==> src/rtl/timer_compare_ctrl.sv <==
// Two-channel microsecond compare timer: one-shot or periodic compare channels,
// W1C pending bits and a registered level interrupt, behind a small local-bus register map.
module timer_compare_ctrl #(
    parameter int unsigned XLEN   = 32,
    parameter int unsigned AWIDTH = 32
) (
    input  logic              clk,
    input  logic              rst,
    input  logic [31:0]       us_count,
    input  logic              sel,
    input  logic              we,
    input  logic [AWIDTH-1:0] addr,
    input  logic [XLEN-1:0]   wdata,
    output logic [XLEN-1:0]   rdata,
    output logic              irq
);

    localparam int unsigned NCH    = 2;
    localparam int unsigned WORD_W = 32;

    localparam logic [2:0] A_CTRL    = 3'd0;
    localparam logic [2:0] A_STATUS  = 3'd1;
    localparam logic [2:0] A_CMP0    = 3'd2;
    localparam logic [2:0] A_PERIOD0 = 3'd3;
    localparam logic [2:0] A_CMP1    = 3'd4;
    localparam logic [2:0] A_PERIOD1 = 3'd5;
    localparam logic [2:0] A_NOW     = 3'd6;

    typedef enum logic {
        IDLE  = 1'b0,
        ARMED = 1'b1
    } chan_state_e;

    // CTRL is held as per-channel fields; the register image is rebuilt on read
    logic [NCH-1:0]    en_q, en_d;
    logic [NCH-1:0]    per_q, per_d;
    logic [NCH-1:0]    ie_q, ie_d;
    logic [NCH-1:0]    pend_q, pend_d;
    logic [WORD_W-1:0] cmp_q [NCH];
    logic [WORD_W-1:0] cmp_d [NCH];
    logic [WORD_W-1:0] period_q [NCH];
    logic [WORD_W-1:0] period_d [NCH];
    chan_state_e       state_q [NCH];
    chan_state_e       state_d [NCH];
    logic              irq_q, irq_d;

    logic [2:0]        reg_sel;
    logic              bus_wr;
    logic [WORD_W-1:0] wword;
    logic [WORD_W-1:0] rd_word;
    logic [WORD_W-1:0] diff [NCH];
    logic [NCH-1:0]    match;
    logic [NCH-1:0]    blocked;
    logic [NCH-1:0]    fire;
    logic              unused_bus_bits;

    assign reg_sel         = addr[4:2];
    assign bus_wr          = sel && we;
    assign wword           = wdata[WORD_W-1:0];
    assign unused_bus_bits = ^{addr, wdata};

    // Signed distance test gives a +/-2^31 window that survives us_count wrap and coarse steps
    always_comb begin
        for (int unsigned n = 0; n < NCH; n++) begin
            diff[n]    = us_count - cmp_q[n];
            match[n]   = (state_q[n] == ARMED) && !diff[n][WORD_W-1];
            blocked[n] = bus_wr && ((reg_sel == A_CTRL) ||
                                    (reg_sel == ((n == 0) ? A_CMP0 : A_CMP1)));
            fire[n]    = match[n] && !blocked[n];
        end
    end

    // Next-state: bus writes first, then match effects; a match sets PEND after any W1C
    always_comb begin
        en_d     = en_q;
        per_d    = per_q;
        ie_d     = ie_q;
        pend_d   = pend_q;
        cmp_d    = cmp_q;
        period_d = period_q;
        state_d  = state_q;
        irq_d    = 1'b0;

        if (bus_wr) begin
            case (reg_sel)
                A_CTRL: begin
                    en_d  = {wword[2], wword[0]};
                    per_d = {wword[3], wword[1]};
                    ie_d  = wword[5:4];
                end
                A_STATUS:  pend_d      = pend_q & ~wword[1:0];
                A_CMP0:    cmp_d[0]    = wword;
                A_PERIOD0: period_d[0] = wword;
                A_CMP1:    cmp_d[1]    = wword;
                A_PERIOD1: period_d[1] = wword;
                default: begin
                end
            endcase
        end

        for (int unsigned n = 0; n < NCH; n++) begin
            if (fire[n]) begin
                pend_d[n] = 1'b1;
                if (per_q[n] && (period_q[n] != '0)) begin
                    cmp_d[n] = cmp_q[n] + period_q[n];
                end else begin
                    en_d[n] = 1'b0;
                end
            end

            case (state_q[n])
                IDLE:    if (en_d[n])  state_d[n] = ARMED;
                ARMED:   if (!en_d[n]) state_d[n] = IDLE;
                default: state_d[n] = IDLE;
            endcase
        end

        irq_d = |(pend_d & ie_d);
    end

    always_ff @(posedge clk) begin
        if (rst) begin
            en_q   <= '0;
            per_q  <= '0;
            ie_q   <= '0;
            pend_q <= '0;
            irq_q  <= 1'b0;
            for (int unsigned n = 0; n < NCH; n++) begin
                cmp_q[n]    <= '0;
                period_q[n] <= '0;
                state_q[n]  <= IDLE;
            end
        end else begin
            en_q     <= en_d;
            per_q    <= per_d;
            ie_q     <= ie_d;
            pend_q   <= pend_d;
            irq_q    <= irq_d;
            cmp_q    <= cmp_d;
            period_q <= period_d;
            state_q  <= state_d;
        end
    end

    // Combinational read mux; deselected bus reads as zero
    always_comb begin
        rd_word = '0;
        case (reg_sel)
            A_CTRL:    rd_word = WORD_W'({ie_q, per_q[1], en_q[1], per_q[0], en_q[0]});
            A_STATUS:  rd_word = WORD_W'(pend_q);
            A_CMP0:    rd_word = cmp_q[0];
            A_PERIOD0: rd_word = period_q[0];
            A_CMP1:    rd_word = cmp_q[1];
            A_PERIOD1: rd_word = period_q[1];
            A_NOW:     rd_word = us_count;
            default:   rd_word = '0;
        endcase
        rdata = sel ? XLEN'(rd_word) : '0;
    end

    assign irq = irq_q;

endmodule

==> config.mk <==
export PLATFORM = sky130hd
export DESIGN_NAME = timer_compare_ctrl
export DESIGN_NICKNAME = d
export VERILOG_FILES = /design/src/rtl/timer_compare_ctrl.sv
export SDC_FILE = /design/constraint.sdc
export NUM_CORES = 1
export LEC_CHECK = 0
export CORE_MARGIN = 3
export CORE_UTILIZATION = 58
export CTS_BUF_LIST = sky130_fd_sc_hd__clkbuf_8 sky130_fd_sc_hd__clkbuf_16
export DETAILED_ROUTE_END_ITERATION = 6
export GPL_TIMING_DRIVEN = 0
export HOLD_SLACK_MARGIN = 0.08
export PLACE_DENSITY = 0.82
export SLEW_MARGIN = 10
export SYNTH_ARGS = -nofsm -noshare
export SYNTH_HDL_FRONTEND = slang
export SYNTH_SLANG_ARGS = --single-unit
==> constraint.sdc <==
create_clock -name clk -period 3.8 [get_ports clk]
set_input_delay 0.57 -clock clk [delete_from_list [all_inputs] [get_ports clk]]
set_output_delay 0.57 -clock clk [all_outputs]
set_load 0.1 [all_outputs]
# Yosys cells after proc, flatten, opt, wreduce, memory -nomap -nowiden
# Index checks and enable logic that the tools add are counted.
[totals]
register_bits = 139
inputBits = 100
output_inout_bits = 33
elab_cells = 69
[classes]
add_sub_neg = 4
n_eq_ne = 6
n_mux = 23
n_bitwise = 3
reduce_logical = 22
[op_table]
columns = ["cell", "count"]
rows = [
  ["two-way mux 32 bit", 7],
  ["case mux 32 bit (7 select lines)", 1],
  ["adder 32 bit", 2],
  ["two-way mux 64 bit", 1],
  ["nonzero test 32 bit", 2],
  ["subtractor 32 bit", 2],
  ["two-way mux 2 bit", 6],
  ["equality test 3 bit, second input constant", 3],
  ["logical AND 1 bit", 9],
  ["two-way mux 1 bit", 8],
  ["equality test 3 x 2 -> 1 bit, second input constant", 2],
  ["AND reduction 2 bit", 3],
  ["bitwise AND 2 bit", 2],
  ["logical NOT 1 bit", 4],
  ["equality test 3 x 1 -> 1 bit, second input constant", 1],
  ["logical NOT 3 bit", 1],
  ["logical OR 1 bit", 2],
  ["inverter 2 bit", 1],
  ["OR reduction 2 bit", 1],
]

# Depth between registers and ports, before layout
# Gate-level depths: netlist of run 1.
[logic_depth]
depth_word = 8
mapped_depth = 13
depth_no_buf = 12

# Worst setup path after synthesis of run 1
# Ideal clock, no wire load.
[synth_timing]
path_kind = "input -> output"
start = "input addr[2]"
end = "output rdata[3]"
arrival_time_ps = 3788
required_time_ps = 3230
slack_ps = -558
stages = 5
path_buffers = 3
path_cell_list = "clkbuf_1 clkbuf_1 clkbuf_1 a311oi_1 a211oi_1"
[synth_between]
elab_chain_len = 3
word_cells_on_any_way = 9
[synth_lines]
columns = ["element", "line", "source"]
rows = [
  ["start, declared", "12", "input logic [AWIDTH-1:0] addr,"],
  ["equality test 3 bit (tied with other cells)", "148", "case (reg_sel)"],
  ["case mux 32 bit (7 select lines) (*)", "148", ""],
  ["two-way mux 32 bit (*)", "158", "rdata = sel ? XLEN'(rd_word) : '0;"],
  ["end, declared", "14", "output logic [XLEN-1:0] rdata,"],
]
# Every way passes the cells marked *; elsewhere a longest branch is shown, timed or not.

# Worst setup path after layout of run 1
[layout_timing]
start = "input addr[2]"
end = "output rdata[4]"
# The elaborated chain is that of the path after synthesis.

==> impl_results.md, run 1 <==
- Status: finished, violations left
- Failing checks: setup timing
- Mapped Cells: roughly 1500
- Core Footprint: ~19000 µm²
- Most used DFF post-synth: dfxtp_1
- Slew @ Worst Pin: around 1200 ps
- Final Cycle Share: 102%
- Slew Limit Fails: 0
- Hold_sp: per_q[0]
- Initial antenna violation count: 0
- Fin crit period: about 3900 ps
- Crit-path leading delay family: buffers and inverters
- First-pass GRT wire length: 65600 µm
- YS warnings: 0
- IO Count: roughly 130
- Post-DRT Antenna Nets: 0
- Share of layout cells above drive strength 1: about 8.6%
- CTS tree: yes
- Router iterations before antenna repair: 7
- FFs w/ async S/R, synth: 0%
- Largest net degree at the start of global routing: 17
- # DRC: 0
- Starting density of the core: between 60 and 70%
- Syn_nets: 1715
- Hold Crit Class: reg -> reg
- Root buf cell: clkbuf_16
- Clock Skew: about 14 ps
- DRT Wirelength: 42900 µm
- Largest stage delay on the critical path: about 700 ps
- Number of synthesized flops with an enable pin: 0
- CP endpoint kind: output pin
- Routed length per instance: ~23 µm
- Hold Vio Cnt, Final: 0
- P_leak: 5.89 nW
- Nets: 1836
- CP cell instances: clkdlybuf4s50_1 > clkbuf_2 > clkbuf_2 > nand3_1 > nand2_2 > buf_2 > nor2_1 > clkdlybuf4s15_2
- Gr usage total: between 30 and 40%
- Max Fanout on Critical Path: 10
- Via/cell ratio: ~6.6
- N_diodes: 0
- Fill count: around 1600
- DP HPWL: approximately 33000 µm
- Slowest-stage cell, CP: clkdlybuf4s50_1
- Netlist cell types: 70
- Final WS setup: -71.3 ps
- Worst r2r src: cmp_q[33]
- GRT overflow: 0
- Place WS: -1250 ps
- Die H: 147 µm
- Setup CP Type: in -> out
- Worst-case clock buffer depth: 2
- Vias: 12400
- Clock Sinks: 137
- Crit path DAT: roughly 3300 ps
- R2R Setup Slk: 220 ps
- Skew-Pair Late Insertion Delay: approximately 440 ps
- Hold slack: around 480 ps
- RSZ-0062 raised after global routing: yes
- Die Width: 147 µm
- Syn_area_per_cell: between 7 and 8 µm²
- Area growth, synth to finish: 15.9%
- CTS buffer count: 17
- Most used cell, CP: clkbuf_2
- Synthesized cell area: between 10000 and 15000 µm²
- Slew headroom: between 10% and 20%
- Yosys reg bits: 137
- H-tree depth: 4
- RD Place Congestion: between 0.9 and 1
- Die area: around 22000 µm²
- Most common cell after layout, fill and taps aside: nand2_1
- Initial DRC count: between 1500 and 2000
- Worst-path clk slew: about 60 ps
- Worst Path Required: between 3000 and 4000 ps
- Maximum vdd ir drop: approximately 0.22 mV
- Critical Path Source: addr[2]
- Commonest cells after routing, fill and taps aside: nand2_1, a21oi_1, dfxtp_1
- F_max: between 200 and 300 MHz
- Sequential area share after synthesis: a little under a quarter
- Port Buffers: approximately 100
- # rows: 50
- Worst Path Buf+Inv: 5
- Startpoint types: primary input
- Vias in the first global route: 11800
- # setup viols final: 1
- Pwr dens: 275 nW/µm²
- MaxCap Viol Count: 0
==> where the power goes <==
part	switching, mW	leakage, nW	total, mW	internal, mW
sequential	0.0233	1.11	1.48	1.45
clock	0.748	0.257	1.59	0.846
combinational	0.382	4.53	0.596	0.214
total	1.15	5.89	3.67	2.51
==> worst reg2reg max path: stages (launching register included) <==
cell and delay [ps]:
dfxtp_1 420, inv_1 130, ha_1 290, a21o_1 110, a211oi_1 100, o21ai_0 480, a31oi_2 290, o31ai_4 450
mux2i_4 450, buf_2 400, o211ai_1 130, and3_1 220
==> Yosys cell counts, types with 35 or more instances <==
master / count / area, µm²
a21o_1: 58 / 435
nand2_1: 203 / 762
a211oi_1: 50 / 375
o21ai_0: 73 / 365
dfxtp_1: 137 / 2740
xnor2_1: 35 / 307
ha_1: 122 / 1530
clkbuf_1: 67 / 251
nor2_1: 123 / 462
a21oi_1: 144 / 721
inv_1: 76 / 285
mux2i_1: 63 / 631
==> final timing paths <==
| path | end | cells past startpoint |
|---|---|---|
| setup / recovery | rdata[4] | 8 |
| hold / removal | per_q[0] | 2 |
| hold reg to reg | per_q[0] | 2 |
| setup reg to reg | cmp_q[33] | 11 |
==> cell families after synthesis <==
group | share of synthesized area (%)
multiplexers | 7.36
AND/OR/NAND/NOR | 17.9
AO/OA/AOI/OAI | 27.6
buffers and inverters | 5.47
adder cells (fa/ha/maj) | 13.6
flip-flops | 23.8
XOR/XNOR | 4.26
==> repair_timing <==
item                                    CTS  global route
endpoints found under the setup margin   60            53
hold buffers                              0             0
setup buffers                             0             0
gates cloned                              0             0
pin swaps                                 0             0
gates resized for setup                 142            51
==> registers in the layout, indices dropped and copies added (netlist names) <==
name and count:
pend_q 2, ie_q 2, period_q 64, en_q 2, irq 1, per_q 2
cmp_q 64
==> per-layer routing <==
metal / GRT usage [%] / routed length, µm
met1: 52.5 / 17300
met2: 59.4 / 18600
met3: 8.51 / 5300
met4: 15.0 / 1670
met5: 0 / 0
==> cell type report <==
cell class / count / area [µm²] / share of cell area (%)
timing repair buffer: 103 / 890 / 6.66
clock buffer: 17 / 425 / 3.19
clock inverter: 15 / 119 / 0.890
inverter: 76 / 285 / 2.14
buffer: 83 / 368 / 2.76
sequential: 137 / 2740 / 20.5
tap: 260 / 325 / 2.44
multi-input combinational: 1194 / 8200 / 61.4
==> per-stage QoR <==
step	area (µm²)	instances	util (%)	TNS, ps	total power, mW
3_5_place_dp	12900	1854	67.5	-53690	2.08
5_1_grt	13400	1885	70.0	-116	3.75
6_report	13400	1885	70.0	-71.3	3.67
2_1_floorplan	11500	1491	-	0	1.83
3_3_place_gp	12900	1854	67.5	-51950	2.07
4_1_cts	13500	1885	70.5	0	3.63
No activity file was read; power rests on OpenSTA's default activity.
==> run 2, diff against run 1 <==
--- a/config.mk
+++ b/config.mk
@@ -5,7 +5,8 @@
 export SDC_FILE = /design/constraint.sdc
 export NUM_CORES = 1
 export LEC_CHECK = 0
-export CORE_MARGIN = 3
+export ABC_CLOCK_PERIOD_IN_PS = 3800
+export CORE_MARGIN = 8
 export CORE_UTILIZATION = 58
 export CTS_BUF_LIST = sky130_fd_sc_hd__clkbuf_8 sky130_fd_sc_hd__clkbuf_16
 export DETAILED_ROUTE_END_ITERATION = 6
==> impl_results.md, run 2 (synthesis gave the netlist of run 1 again) <==
- DRT Wirelength: 43300 µm (+0.88%)
- Slew @ Worst Pin: 1220 ps (-16.3 ps)
- Hold Vio Cnt, Final: 0 (unchanged)
- Via/cell ratio: 6.54 (-0.90%)
- F_max: 266 MHz (+3.0%)
- Post-DRT Antenna Nets: 0 (unchanged)
- Max Fanout on Critical Path: 10 (unchanged)
- Root buf cell: clkbuf_16
- Postcts setup bufs: 0 (unchanged)
- Initial DRC count: 1440 (-5.6%)
- DP HPWL: 33600 µm (+2.3%)
- Capturing point of the worst reg2reg path: cmp_q[33]
- Worst r2r src: cmp_q[33]
- Vias: 12400 (-0.64%)
- Area growth, synth to finish: 17.0%
- # DRC: 0 (unchanged)
- # rows: 51 (+2.0%)
- Maximum vdd ir drop: 0.264 mV (+20%)
- Worst-path clk slew: 60 ps (about the same)
- Share of layout cells above drive strength 1: 8.49% (-0.062 points)
- MaxCap Viol Count: 0 (unchanged)
- GRT overflow: 0 (unchanged)
- Die H: 157 µm (+6.8%)
- Hold slack: 476 ps (-6.29 ps)
- Vias in the first global route: 11900 (+0.90%)
- GR peak layer: met2
- Initial antenna violation count: 1 (+1)
- Slew Limit Fails: 0 (unchanged)
- # setup viols final: 0 (-1)
- Crit path DAT: 3190 ps (-110 ps)
- Worst Hold End: per_q[0]
- Hold_sp: per_q[0]
- RSZ-0062 raised after global routing: no
- Starting density of the core: 59.2% (-1.2 points)
- Tot Pwr: 3.89 mW (+6.0%)
- First-pass GRT wire length: 66700 µm (+1.8%)
- Slew headroom: 18.6% (+1.1 points)
- R2R Setup Slk: 180 ps (-40 ps)
- Pwr dens: 289 nW/µm² (+5.0%)
- IO Count: 133 (unchanged)
- Worst-case clock buffer depth: 2 (unchanged)
- GRT met3 Usage: 9.73% (+1.2 points)
- Status: complete, no violations
- Fin crit period: 3760 ps (-112 ps)
- Port Buffers: 103 (unchanged)
- Worst Path Required: 3230 ps (about the same)
- Clock Sinks: 137 (unchanged)
- Core Footprint: 19500 µm² (+2.0%)
- Final Util: 69.3% (-0.72 points)
- Die area: 24600 µm² (+14%)
- Reg2reg path depth: 11 (unchanged)
- Clock Skew: 15.3 ps (+1.45 ps)
- Gr usage total: 35.1% (-3.3 points)
- Skew-Pair Late Insertion Delay: 440 ps (about the same)
- CTS buffer count: 17 (unchanged)
- Startpoint types: primary input
- N_diodes: 0 (unchanged)
- CTS tree: yes
- WHS Path Cells: 2 (unchanged)
- Commonest cells after routing, fill and taps aside: nand2_1, a21oi_1, dfxtp_1
- H-tree depth: 4 (unchanged)
- CP endpoint kind: output pin
- Setup CP Type: in -> out
- Hold Crit Class: reg -> reg
- Largest net degree at the start of global routing: 17 (unchanged)
- Met2 global-route usage: 53.7% (-5.7 points)
- Most common cell after layout, fill and taps aside: nand2_1
- Final Cycle Share: 98.9% (-2.9 points)
- Nets: 1836 (unchanged)
- RD Place Congestion: 0.975 (-2.4%)
- P_leak: 5.94 nW (+0.84%)
- Router iterations before antenna repair: 6 (-1)
- Number of hold buffers added after cts: 0 (unchanged)
- Grt met1 use: 45.6% (-6.9 points)
- Routed length per instance: 22.9 µm (+0.61%)
- Die Width: 157 µm (+6.8%)
- Biggest regs: cmp_q x64, period_q x64
[run 2: changes by cell type in the layout (fill, tap and decap cells not counted), moves of 2 or more]
| cell | previous run | this run |
|---|---|---|
| inv_1 | 76 | 78 |
| clkbuf_8 | 0 | 2 |
| bufinv_16 | 0 | 4 |
| clkbuf_4 | 5 | 24 |
| buf_2 | 37 | 19 |
| inv_6 | 6 | 0 |
[run 2: worst max-delay path by stage]
stage | startpoint | to | slack (ps)
after floorplan | addr[2] | rdata[5] | 280
after global placement | addr[2] | rdata[4] | -1300
after detailed placement | addr[2] | rdata[0] | -1320
after CTS | addr[2] | rdata[1] | 0.003
after global routing | addr[2] | rdata[3] | 2
final | addr[2] | rdata[3] | 40
[run 2: what timing repair did]
action                     4_1_cts  5_1_grt
setup endpoints to repair       60       41
cloned                           0        0
resized for setup              169       46
[run 2: power breakdown]
part	switching, mW	total (mW)	internal [mW]
Clock	0.686	1.81	1.13
Combinational	0.382	0.598	0.216
Sequential	0.0234	1.48	1.45
Total	1.09	3.89	2.80
[run 2: routing by layer]
layer	vias up	wire [µm]
li1	5673	-
met1	5850	17600
met2	702	18900
met3	130	5130
met4	0	1650
met5	-	0
[run 2: metrics by stage]
| step | cells | setup WS (ps) | area, µm² | setup TNS (ps) |
|---|---|---|---|---|
| after floorplan | 1491 | 281 | 11500 | 0 |
| after global placement | 1859 | -1300 | 12900 | -56950 |
| after detailed placement | 1859 | -1320 | 12900 | -57600 |
| after CTS | 1890 | 0.00311 | 13500 | 0 |
| after global routing | 1890 | 2.24 | 13500 | 0 |
| final | 1890 | 40.6 | 13500 | 0 |
[run 2: final cells by class]
cell class / count / area [µm²]
Multi-Input combinational cell: 1194 / 8190
Fill cell: 1695 / 5980
Sequential cell: 137 / 2740
Timing Repair Buffer: 103 / 923
Clock buffer: 19 / 453
Buffer: 83 / 377
Tap cell: 265 / 332
Inverter: 76 / 285
Clock inverter: 13 / 178
[run 2: worst max-delay path, cell delays in order]
cell,delay [ps]
clkdlybuf4s50_1,720
clkbuf_2,300
nor2b_2,380
clkbuf_2,390
a21oi_1,140
a211oi_2,230
buf_2,460
